`config.mk`:
```
export PLATFORM = sky130hd
export DESIGN_NAME = onetwo_stream_demux
export DESIGN_NICKNAME = d
export VERILOG_FILES = /design/src/rtl/onetwo_stream_demux_pkg.sv /design/src/rtl/onetwo_stream_demux_out_slot.sv /design/src/rtl/onetwo_stream_demux.sv
export SDC_FILE = /design/constraint.sdc
export NUM_CORES = 1
export LEC_CHECK = 0
export CAP_MARGIN = 30
export CELL_PAD_IN_SITES_DETAIL_PLACEMENT = 1
export CELL_PAD_IN_SITES_GLOBAL_PLACEMENT = 1
export CORE_UTILIZATION = 33
export CTS_CLUSTER_SIZE = 16
export DETAILED_ROUTE_END_ITERATION = 10
export PLACE_DENSITY_LB_ADDON = 0.05
export SYNTH_ARGS = -nofsm -noshare
export SYNTH_HDL_FRONTEND = slang
export SYNTH_SLANG_ARGS = --single-unit
```
`constraint.sdc`:
```
create_clock -name clk -period 2.1 [get_ports clk]
set_input_delay 0.21 -clock clk [delete_from_list [all_inputs] [get_ports clk]]
set_output_delay 0.21 -clock clk [all_outputs]
set_load 0.05 [all_outputs]
```
`src/rtl/onetwo_stream_demux_pkg.sv`:
```
// Shared definitions for the 1:2 stream demultiplexer: FSM state encoding
// and default data/counter widths.
package onetwo_stream_demux_pkg;

  localparam int DEF_WIDTH = 4;
  localparam int DEF_CNT_W = 8;

  typedef enum logic {
    ST_IDLE = 1'b0,
    ST_LOCK = 1'b1
  } state_t;

endpackage

```
`src/rtl/onetwo_stream_demux_out_slot.sv`:
```
// One-entry output register slice: a load fills the slot, a consumer ready
// empties it, and a simultaneous drain and load keeps it full without a bubble.
module onetwo_stream_demux_out_slot #(
  parameter int WIDTH = 4
) (
  input  logic             clk,
  input  logic             rst,
  input  logic             load,
  input  logic [WIDTH-1:0] load_data,
  input  logic             load_last,
  input  logic             ready,
  output logic             valid,
  output logic [WIDTH-1:0] data,
  output logic             last
);

  // data/last only change on a load, so they stay stable while stalled
  always_ff @(posedge clk) begin
    if (rst) begin
      valid <= 1'b0;
      data  <= '0;
      last  <= 1'b0;
    end else if (load) begin
      valid <= 1'b1;
      data  <= load_data;
      last  <= load_last;
    end else if (ready) begin
      valid <= 1'b0;
    end
  end

endmodule

```
`src/rtl/onetwo_stream_demux.sv`:
```
// Registered 1:2 stream demultiplexer: routes a valid/ready stream to port 0
// or 1 by in_sel, holding the route for a whole packet, with per-port packet counters.
module onetwo_stream_demux
  import onetwo_stream_demux_pkg::*;
#(
  parameter int WIDTH = DEF_WIDTH,
  parameter int CNT_W = DEF_CNT_W
) (
  input  logic             clk,
  input  logic             rst,
  input  logic [WIDTH-1:0] in_data,
  input  logic             in_valid,
  input  logic             in_last,
  input  logic             in_sel,
  output logic             in_ready,
  output logic [WIDTH-1:0] out0_data,
  output logic             out0_valid,
  output logic             out0_last,
  input  logic             out0_ready,
  output logic [WIDTH-1:0] out1_data,
  output logic             out1_valid,
  output logic             out1_last,
  input  logic             out1_ready,
  output logic             busy,
  output logic [CNT_W-1:0] pkt_cnt0,
  output logic [CNT_W-1:0] pkt_cnt1
);

  state_t state_q, state_d;
  logic   lock_sel_q, lock_sel_d;
  logic   route, accept, load0, load1, inc0, inc1;

  // in_sel only matters on the first beat; later beats follow the locked port
  assign route    = (state_q == ST_IDLE) ? in_sel : lock_sel_q;
  assign in_ready = route ? (!out1_valid || out1_ready) : (!out0_valid || out0_ready);
  assign accept   = in_valid && in_ready;
  assign load0    = accept && !route;
  assign load1    = accept && route;
  assign busy     = (state_q == ST_LOCK);

  always_ff @(posedge clk) begin
    if (rst) begin
      state_q    <= ST_IDLE;
      lock_sel_q <= 1'b0;
    end else begin
      state_q    <= state_d;
      lock_sel_q <= lock_sel_d;
    end
  end

  always_comb begin
    state_d    = state_q;
    lock_sel_d = lock_sel_q;
    inc0       = 1'b0;
    inc1       = 1'b0;
    if (accept) begin
      if (in_last) begin
        state_d = ST_IDLE;
        inc0    = !route;
        inc1    = route;
      end else if (state_q == ST_IDLE) begin
        state_d    = ST_LOCK;
        lock_sel_d = in_sel;
      end
    end
  end

  always_ff @(posedge clk) begin
    if (rst) begin
      pkt_cnt0 <= '0;
      pkt_cnt1 <= '0;
    end else begin
      if (inc0) pkt_cnt0 <= pkt_cnt0 + CNT_W'(1);
      if (inc1) pkt_cnt1 <= pkt_cnt1 + CNT_W'(1);
    end
  end

  onetwo_stream_demux_out_slot #(.WIDTH(WIDTH)) u_slot0 (
    .clk       (clk),
    .rst       (rst),
    .load      (load0),
    .load_data (in_data),
    .load_last (in_last),
    .ready     (out0_ready),
    .valid     (out0_valid),
    .data      (out0_data),
    .last      (out0_last)
  );

  onetwo_stream_demux_out_slot #(.WIDTH(WIDTH)) u_slot1 (
    .clk       (clk),
    .rst       (rst),
    .load      (load1),
    .load_data (in_data),
    .load_last (in_last),
    .ready     (out1_ready),
    .valid     (out1_valid),
    .data      (out1_data),
    .last      (out1_last)
  );

endmodule

```
==> After elaboration in Yosys (flattened, before gate mapping) <==
Cells that the tools add are included.
{ "word_totals": {"register_bits": 30, "latch_bits": 0, "ramBits": 0, "rom_bits": 0, "inputBits": 11, "out_inout_bits": 30, "mem_count": 0} }
{ "classes": {"n_addsub": 2, "mul": 0, "div_mod_pow": 0, "n_lt_le_gt_ge": 0, "eq_ne": 0, "shift": 0, "n_mux": 11, "bitwise": 1, "reduce_logical": 11} }
{ "ops": {"columns": ["op", "count"], "rows": [
  ["8-bit by 1-bit adder with 8-bit output (second input constant)", 2],
  ["1-bit 2-to-1 mux", 11],
  ["2-bit nonzero test", 2],
  ["1-bit logical AND", 3],
  ["1-bit logical NOT", 3],
  ["1-bit logical OR", 2],
  ["2-bit AND reduction", 1],
  ["1-bit inverter", 1]
]} }

==> Logic depth before layout (Yosys ltp) <==
Gate-level depths: netlist of run 1.
{ "depth": {"ltp_word": 6, "depth_mapped": 5} }

==> Cells and area by module <==
From an unflattened synthesis of run 1, not the netlist that was laid out.
{ "unflattened": {"hier_cells": 141, "area_unflattened_um2": 1338.8} }
{ "by_module_without_submodules": {"columns": ["mod", "n_inst", "cells_per_inst", "area_per_inst_um2", "seq_area_each_um2"], "rows": [
  ["onetwo_stream_demux", 1, 101, 908.4, 360.3],
  ["onetwo_stream_demux_out_slot", 2, 20, 215.2, 120.1]
]} }

==> Worst setup path after synthesis of run 1 <==
No wires, ideal clock.
{ "synth_timing": {"path_type": "reg-to-reg", "startpoint": "register state_q, in the netlist busy", "endpoint": "register pkt_cnt0[5]", "setup_time_ns": 0.071, "arrival_time_ns": 2.057, "path_slack_ns": -0.028, "stages_incl_launch_ff": 5, "path_buffers": 0, "cell_sequence": "dfxtp_1 > mux2_4 > or3_4 > or4_1 > a21oi_1"} }
{ "synth_between": {"elab_chain_len": 4} }
{ "synth_lines": {"columns": ["element", "line_no", "text"], "rows": [
  ["from (decl)", "onetwo_stream_demux.sv:29", "state_t state_q, state_d;"],
  ["from (signal assigned)", "onetwo_stream_demux.sv:46", "state_q <= state_d;"],
  ["1-bit 2-to-1 mux *", null, null],
  ["1-bit logical NOT / 1-bit 2-to-1 mux (equally long branches)", "onetwo_stream_demux.sv:59, onetwo_stream_demux.sv:35", null],
  ["1-bit 2-to-1 mux / 1-bit logical AND (equally long branches)", "onetwo_stream_demux.sv:57, onetwo_stream_demux.sv:36", null],
  ["1-bit 2-to-1 mux *", "onetwo_stream_demux.sv:56", "if (accept) begin"],
  ["to (signal assigned)", "onetwo_stream_demux.sv:73", "if (inc0) pkt_cnt0 <= pkt_cnt0 + CNT_W'(1);"],
  ["to (decl)", "onetwo_stream_demux.sv:25", "output logic [CNT_W-1:0] pkt_cnt0,"]
]} }
Every way passes the cells marked *; elsewhere a longest branch is shown, timed or not.
A chain may end at the register's enable or synchronous reset.

==> Final worst setup path of run 1 <==
{ "layout_timing": {"startpoint": "register state_q, in the netlist busy", "endpoint": "register pkt_cnt0[7]"} }
The elaborated chain is that of the path after synthesis.

==> impl_results.md, run 1 <==
- Status: finished, final reports clean
- CTS tree: built
- Fin Clk Skew: 1.63 ps
- RSZ-0062 raised after global routing: false
- Initial core utilization: 0.347
- Syn_nets: 152
- GPL Wtd Cong: 0.754
- CTS sink cnt: 30
- Worst-Margin Slew: 513 ps
- Detailed Place HPWL: 2.37 mm
- Setup_tns: 0 ps
- Power, Total: 1.29 mW
- Num ports: 41
- Pwr Density: 689 nW/um^2
- CTS max path bufs: 2
- Vias in the first global route: 1242
- Worst setup SP type: register
- Fin crit period: 1810 ps
- Final hold slack: 463 ps
- LEAKAGE: 0.701 nW
- Total track usage: 0.180
- Vias: 1202
- Commonest non-fill, non-tap cell in the layout: clkdlybuf4s50_1
- First-pass GRT wire length: 5.73 mm
- H-tree Lvls: 2
- Seq/Total Area, Yosys: 0.473
- Ratio of final minimum period to clock period: 0.863
- Post-CTS Setup Inserts: 0
- Count of different cell masters after synthesis: 26
- Initial antenna violation count: 0
- DRC violations left: 0
- Warnings from Yosys: 0
- ANT nets after route: 0
- Crit path arrival time: 2020 ps
- Die width: 64.0 um
- Setup ws final: 287 ps
- # port buffers: 40
- Die H: 64.0 um
- Worst Path Required: 2310 ps
- Worst slew margin: 0.657
- Number of hold buffers added after CTS: 0
- Diode count: 0
- Worst r2r path cells: 4
- R2R setup slack: 290 ps
- Max Clk Rate: 552 MHz
- Final Hold Vio Count: 0
- Worst hold path type: reg2reg
- Flops & latches, synth: 30
- WL final: 3.17 mm
- Multi-input gate area: 649 sq um
- Clock-pin transition on the worst setup and hold timing paths: 60 ps
- Drt first pass iters: 4
- Total clock buffers created by CTS: 5
- CP endpoint kind: register
- Commonest cells after routing, fill and taps aside: clkdlybuf4s50_1 (39), dfxtp_1 (29), nor2_1 (20), a21oi_1 (13), mux2i_1 (10)
- DRT iter0 DRCs: 64
- Area delta synth->final: 47.6%
- Register area: 602 sq um
- Core area: 3660 sq um
- Largest net degree at the start of global routing: 31
- CTS Root Buffer Type: clkbuf_8
- Overflow after GRT: 0
- Cell row count: 22
- Final setup fails: 0
- Syn Area/Cell: 9.13 sq um
- Clock Latency Late Sink: 270 ps
- Worst Path Max Fanout: 6
- Fillers: 412
- Post-synthesis cell count: 139
- Crit path kind: reg2reg
- Mapped Area: 1270 sq um
- Post_cts resized: 0
- Die area: 4100 sq um
- Proportion of layout cells with a drive suffix above 1: 0.105
- MaxCap Viol Count: 0
- Final Slew Violations: 0
- Worst slack, placed: 33.1 ps
- Max VDD drop: 0.492 mV
- WL/cell: 13.3 um
- WHS Path Cells: 2
- Post-layout net count: 202
- DR vias/cell: 5.05
## synthesized netlist by cell type
cell type | instances | area, sq um
nand4_1 | 5 | 31.3
nor2b_1 | 2 | 12.5
o21ai_0 | 4 | 20.0
ha_1 | 2 | 25.0
nand3_1 | 7 | 35.0
xor2_1 | 2 | 17.5
clkbuf_1 | 5 | 18.8
nand2_1 | 8 | 30.0
a21oi_1 | 13 | 65.1
xnor2_1 | 6 | 52.6
nor4_1 | 4 | 25.0
o31ai_1 | 2 | 15.0
a21o_1 | 1 | 7.51
or3_4 | 1 | 11.3
nand2b_1 | 2 | 12.5
or4_1 | 2 | 15.0
o21ba_2 | 1 | 10.0
and4_1 | 2 | 17.5
mux2i_1 | 10 | 100
dfxtp_1 | 30 | 601
and2_1 | 1 | 6.26
nor4b_1 | 1 | 8.76
nor3_1 | 2 | 10.0
nor2_1 | 20 | 75.1
or3_1 | 5 | 31.3
mux2_4 | 1 | 15.0
## per-layer routing
layer  share of wire  global-route usage
met5               0                   0
met4           0.014              0.0767
met1            0.44               0.208
met2            0.49               0.306
met3           0.057              0.0554
## stage by stage
stage	std cells	utilization	area, sq um
final	238	0.512	1870
after global routing	238	0.512	1870
after CTS	238	0.512	1870
after detailed placement	230	0.487	1780
after global placement	230	0.487	1780
after floorplan	139	-	1270
## worst max-delay path: stages, from the launching register on
cell and delay (ps):
dfxtp_2 370, mux2_4 310, or3_4 400, or4_1 510, a21oi_1 150
## sequential cells by signal, summed over array words and instances (netlist names)
name	cells
pkt_cnt0	8
u_slot0.valid	1
lock_sel_q	1
u_slot1.last	1
u_slot0.last	1
busy	1
u_slot1.data	4
u_slot0.data	4
pkt_cnt1	8
u_slot1.valid	1
## path summary, 6_finish.rpt
path	from	end
worst max-delay path	busy	pkt_cnt0[7]
worst min-delay path	u_slot0.last	u_slot0.last
worst max register to register	busy	pkt_cnt0[7]
worst min register to register	u_slot0.last	u_slot0.last
## report_power, final
group | leakage, nW | internal, mW | switching [mW]
Clock | 0.0482 | 0.264 | 0.204
Combinational | 0.408 | 0.0893 | 0.130
Sequential | 0.244 | 0.589 | 0.0144
## cell type report
cell class,instances,share of cell area
Sequential cell,30,0.321
Multi-Input combinational cell,104,0.347
Tap cell,48,0.0321
Clock buffer,7,0.0461
Timing Repair Buffer,48,0.251
Clock inverter,1,0.00267
## cell families after synthesis
kind of cell | after synthesis | synth area share
flip-flops | 30 | 0.473
adder cells (fa/ha/maj) | 2 | 0.0197
XOR/XNOR | 8 | 0.0552
AND/OR/NAND/NOR | 62 | 0.253
AO/OA/AOI/OAI | 21 | 0.0927
multiplexers | 11 | 0.0907
buffers and inverters | 5 | 0.0148
(Power assumes the default switching activity.)
==> inputs of run 2 (changes only) <==
- GPL_ROUTABILITY_DRIVEN: not set -> 0
==> results of run 2 <==
Final layout, timing and power as in run 1 (identical DEF).
==> inputs of run 3 (changes only) <==
- ABC_AREA: not set -> 1
==> run 3 against run 2 <==
Clock-buffer cell count is 1 lower; synthesized cell count up 44%; die area increased by 12%; setup slack improved by 60 ps; maximum frequency grew 3.4%; critical endpoint is now pkt_cnt0[5]; via count grew 19%; sequential cell count unchanged; clock power is 27% higher; power rose by 15%; largest cell class unchanged.
==> impl_results.md, run 3 <==
- Worst slack, placed: 389 ps
- Count of different cell masters after synthesis: 24
- Comb pwr share: 0.184
- LEAKAGE: 0.746 nW
- DR vias/cell: 4.88
- Drt first pass iters: 4
- Final hold slack: 459 ps
- Crit path cell chain: clkdlybuf4s50_1
- Pwr Density: 740 nW/um^2
- Max VDD drop: 0.361 mV
- Top cell type's share of synthesized area: 0.420
- Initial antenna violation count: 0
- Main synth FF type: dfxtp_1
- Commonest cells in the netlist: nand2_1 (69), dfxtp_1 (30), a21oi_1 (26), nor2_1 (18), inv_1 (17)
- CP endpoint kind: primary output
- DRC violations left: 0
- Total track usage: 0.197
- Placed inst area: 1890 sq um
- Slowest CP cell: clkdlybuf4s50_1
- Crit path buf inv count: 1
- Setup_tns: 0 ps
- Register area: 601 sq um
- Largest area contributor in the netlist: dfxtp_1
- CTS tree: built
- Ratio of final minimum period to clock period: 0.835
- Share of flip-flops with an asynchronous set or reset: 0
- Post_cts resized: 0
- Fin Clk Skew: 5.72 ps
- Seq/Total Area, Yosys: 0.420
- Worst slew margin: 0.657
- Cell row count: 23
- Vias: 1430
- Die width: 67.8 um
- Post-synth EDFFs: 0
- CTS max path bufs: 2
- Flops & latches, synth: 30
- Status: finished, final reports clean
- R2R setup slack: 770 ps
- Design area: 2000 sq um
- Fillers: 517
- Diode count: 0
- Die H: 67.8 um
- Worst Path Max Fanout: 5
- Number of hold buffers added after CTS: 0
- Area delta synth->final: 39.7%
- Initial core utilization: 0.350
- Vias in the first global route: 1499
- Clk pwr share: 0.403
- CTS Root Buffer Type: clkbuf_8
- Worst hold path type: reg2reg
- WL/cell: 13.8 um
- H-tree Lvls: 2
- Sw power: 0.414 mW
- Placed cell count: 286
- Post-synthesis cell count: 200
- Die area: 4600 sq um
- Max Clk Rate: 571 MHz
- Fin crit period: 1750 ps
- Num ports: 41
- Delay-heaviest family, CP: buffers and inverters
- RSZ-0062 raised after global routing: false
- Post-layout net count: 256
- Commonest non-fill, non-tap cell in the layout: nand2_1
- Total clock buffers created by CTS: 5
- Worst Path Required: 1890 ps
- Final setup fails: 0
- First-pass GRT wire length: 6.62 mm
- ANT nets after route: 0
- Synth top area cells: dfxtp_1 (42%), nand2_1 (18%), a21oi_1 (9.1%), nor2_1 (4.7%), inv_1 (4.5%)
- Non-filler cells in the finished layout: 293
- Multi-input gate area: 733 sq um
- Warnings from Yosys: 0
- DRT iter0 DRCs: 31
- Clock-pin transition on the worst setup and hold timing paths: 60 ps
- Switching Fraction: 0.280
- Post-CTS Setup Inserts: 0
- Detailed Place HPWL: 3.00 mm
- MaxCap Viol Count: 0
- Final Slew Violations: 0
- Syn Area/Cell: 7.15 sq um
- WL final: 4.05 mm
- # port buffers: 40
- Biggest registers after layout: pkt_cnt0: 8 flops, pkt_cnt1: 8 flops
- Worst setup SP type: register
- CTS sink cnt: 30
- Commonest cells after routing, fill and taps aside: nand2_1 (69), clkdlybuf4s50_1 (39), dfxtp_1 (30), a21oi_1 (26), nor2_1 (18)
- Seq pwr share: 0.413
- Crit path arrival time: 1540 ps
- Crit path kind: reg2out
- Clock Latency Late Sink: 280 ps
- Syn_nets: 213
- Largest net degree at the start of global routing: 20
- Overflow after GRT: 0
- Proportion of layout cells with a drive suffix above 1: 0.0988
- Core area: 4090 sq um
- Cell-internal power: 1.06 mW
- Worst-Margin Slew: 513 ps
- Critical path's largest stage delay: 850 ps
- Final Hold Vio Count: 0
- Mapped Area: 1430 sq um
- Most frequent cell after synthesis: nand2_1
- Setup ws final: 347 ps
-- run 3: path summary, 6_finish.rpt --
kind	start	end	cells past startpoint
min	u_slot1.data[3]	u_slot1.data[3]	2
min reg2reg	u_slot1.data[3]	u_slot1.data[3]	2
max reg2reg	pkt_cnt1[0]	pkt_cnt1[6]	8
max	pkt_cnt0[5]	pkt_cnt0[5]	1
-- run 3: final cells by class --
class | count | share of cell area
Multi-Input combinational cell | 146 | 0.367
Inverter | 19 | 0.0357
Tap cell | 50 | 0.0313
Clock buffer | 6 | 0.0413
Sequential cell | 30 | 0.301
Clock inverter | 1 | 0.0150
Timing Repair Buffer | 41 | 0.209
-- run 3: kinds of logic (layout without fill, tap and decap cells) --
logic type                 Yosys count  count (layout)  share of synthesized area
buffers and inverters               24              67                     0.0674
adders and majority gates            2               2                     0.0175
DFF                                 30              30                      0.420
xor gates and xnor gates             5               5                     0.0306
and+or+nand+nor                    109             109                      0.360
AOI/OAI and AO/OA                   30              30                      0.105
-- run 3: per-layer routing --
layer	routed length, um	vias up	GRT usage
li1	-	716	-
met1	1810	682	0.221
met2	2070	28	0.350
met3	141	4	0.0533
met4	34	0	0.0755
met5	0	-	0
-- run 3: power by group through the flow --
stage	sequential, mW	clock, mW	combinational [mW]
final	0.611	0.595	0.272
after global placement	0.622	0	0.267
after detailed placement	0.624	0	0.274
after floorplan	0.698	0	0.0976
after global routing	0.614	0.638	0.292
after CTS	0.611	0.616	0.276
-- run 3: metrics by stage --
| stage | total power [mW] | utilization |
|---|---|---|
| finish | 1.48 | 0.489 |
| global route | 1.54 | 0.489 |
| CTS | 1.50 | 0.489 |
| detailed placement | 0.898 | 0.461 |
| global placement | 0.889 | 0.461 |
| floorplan | 0.796 | - |
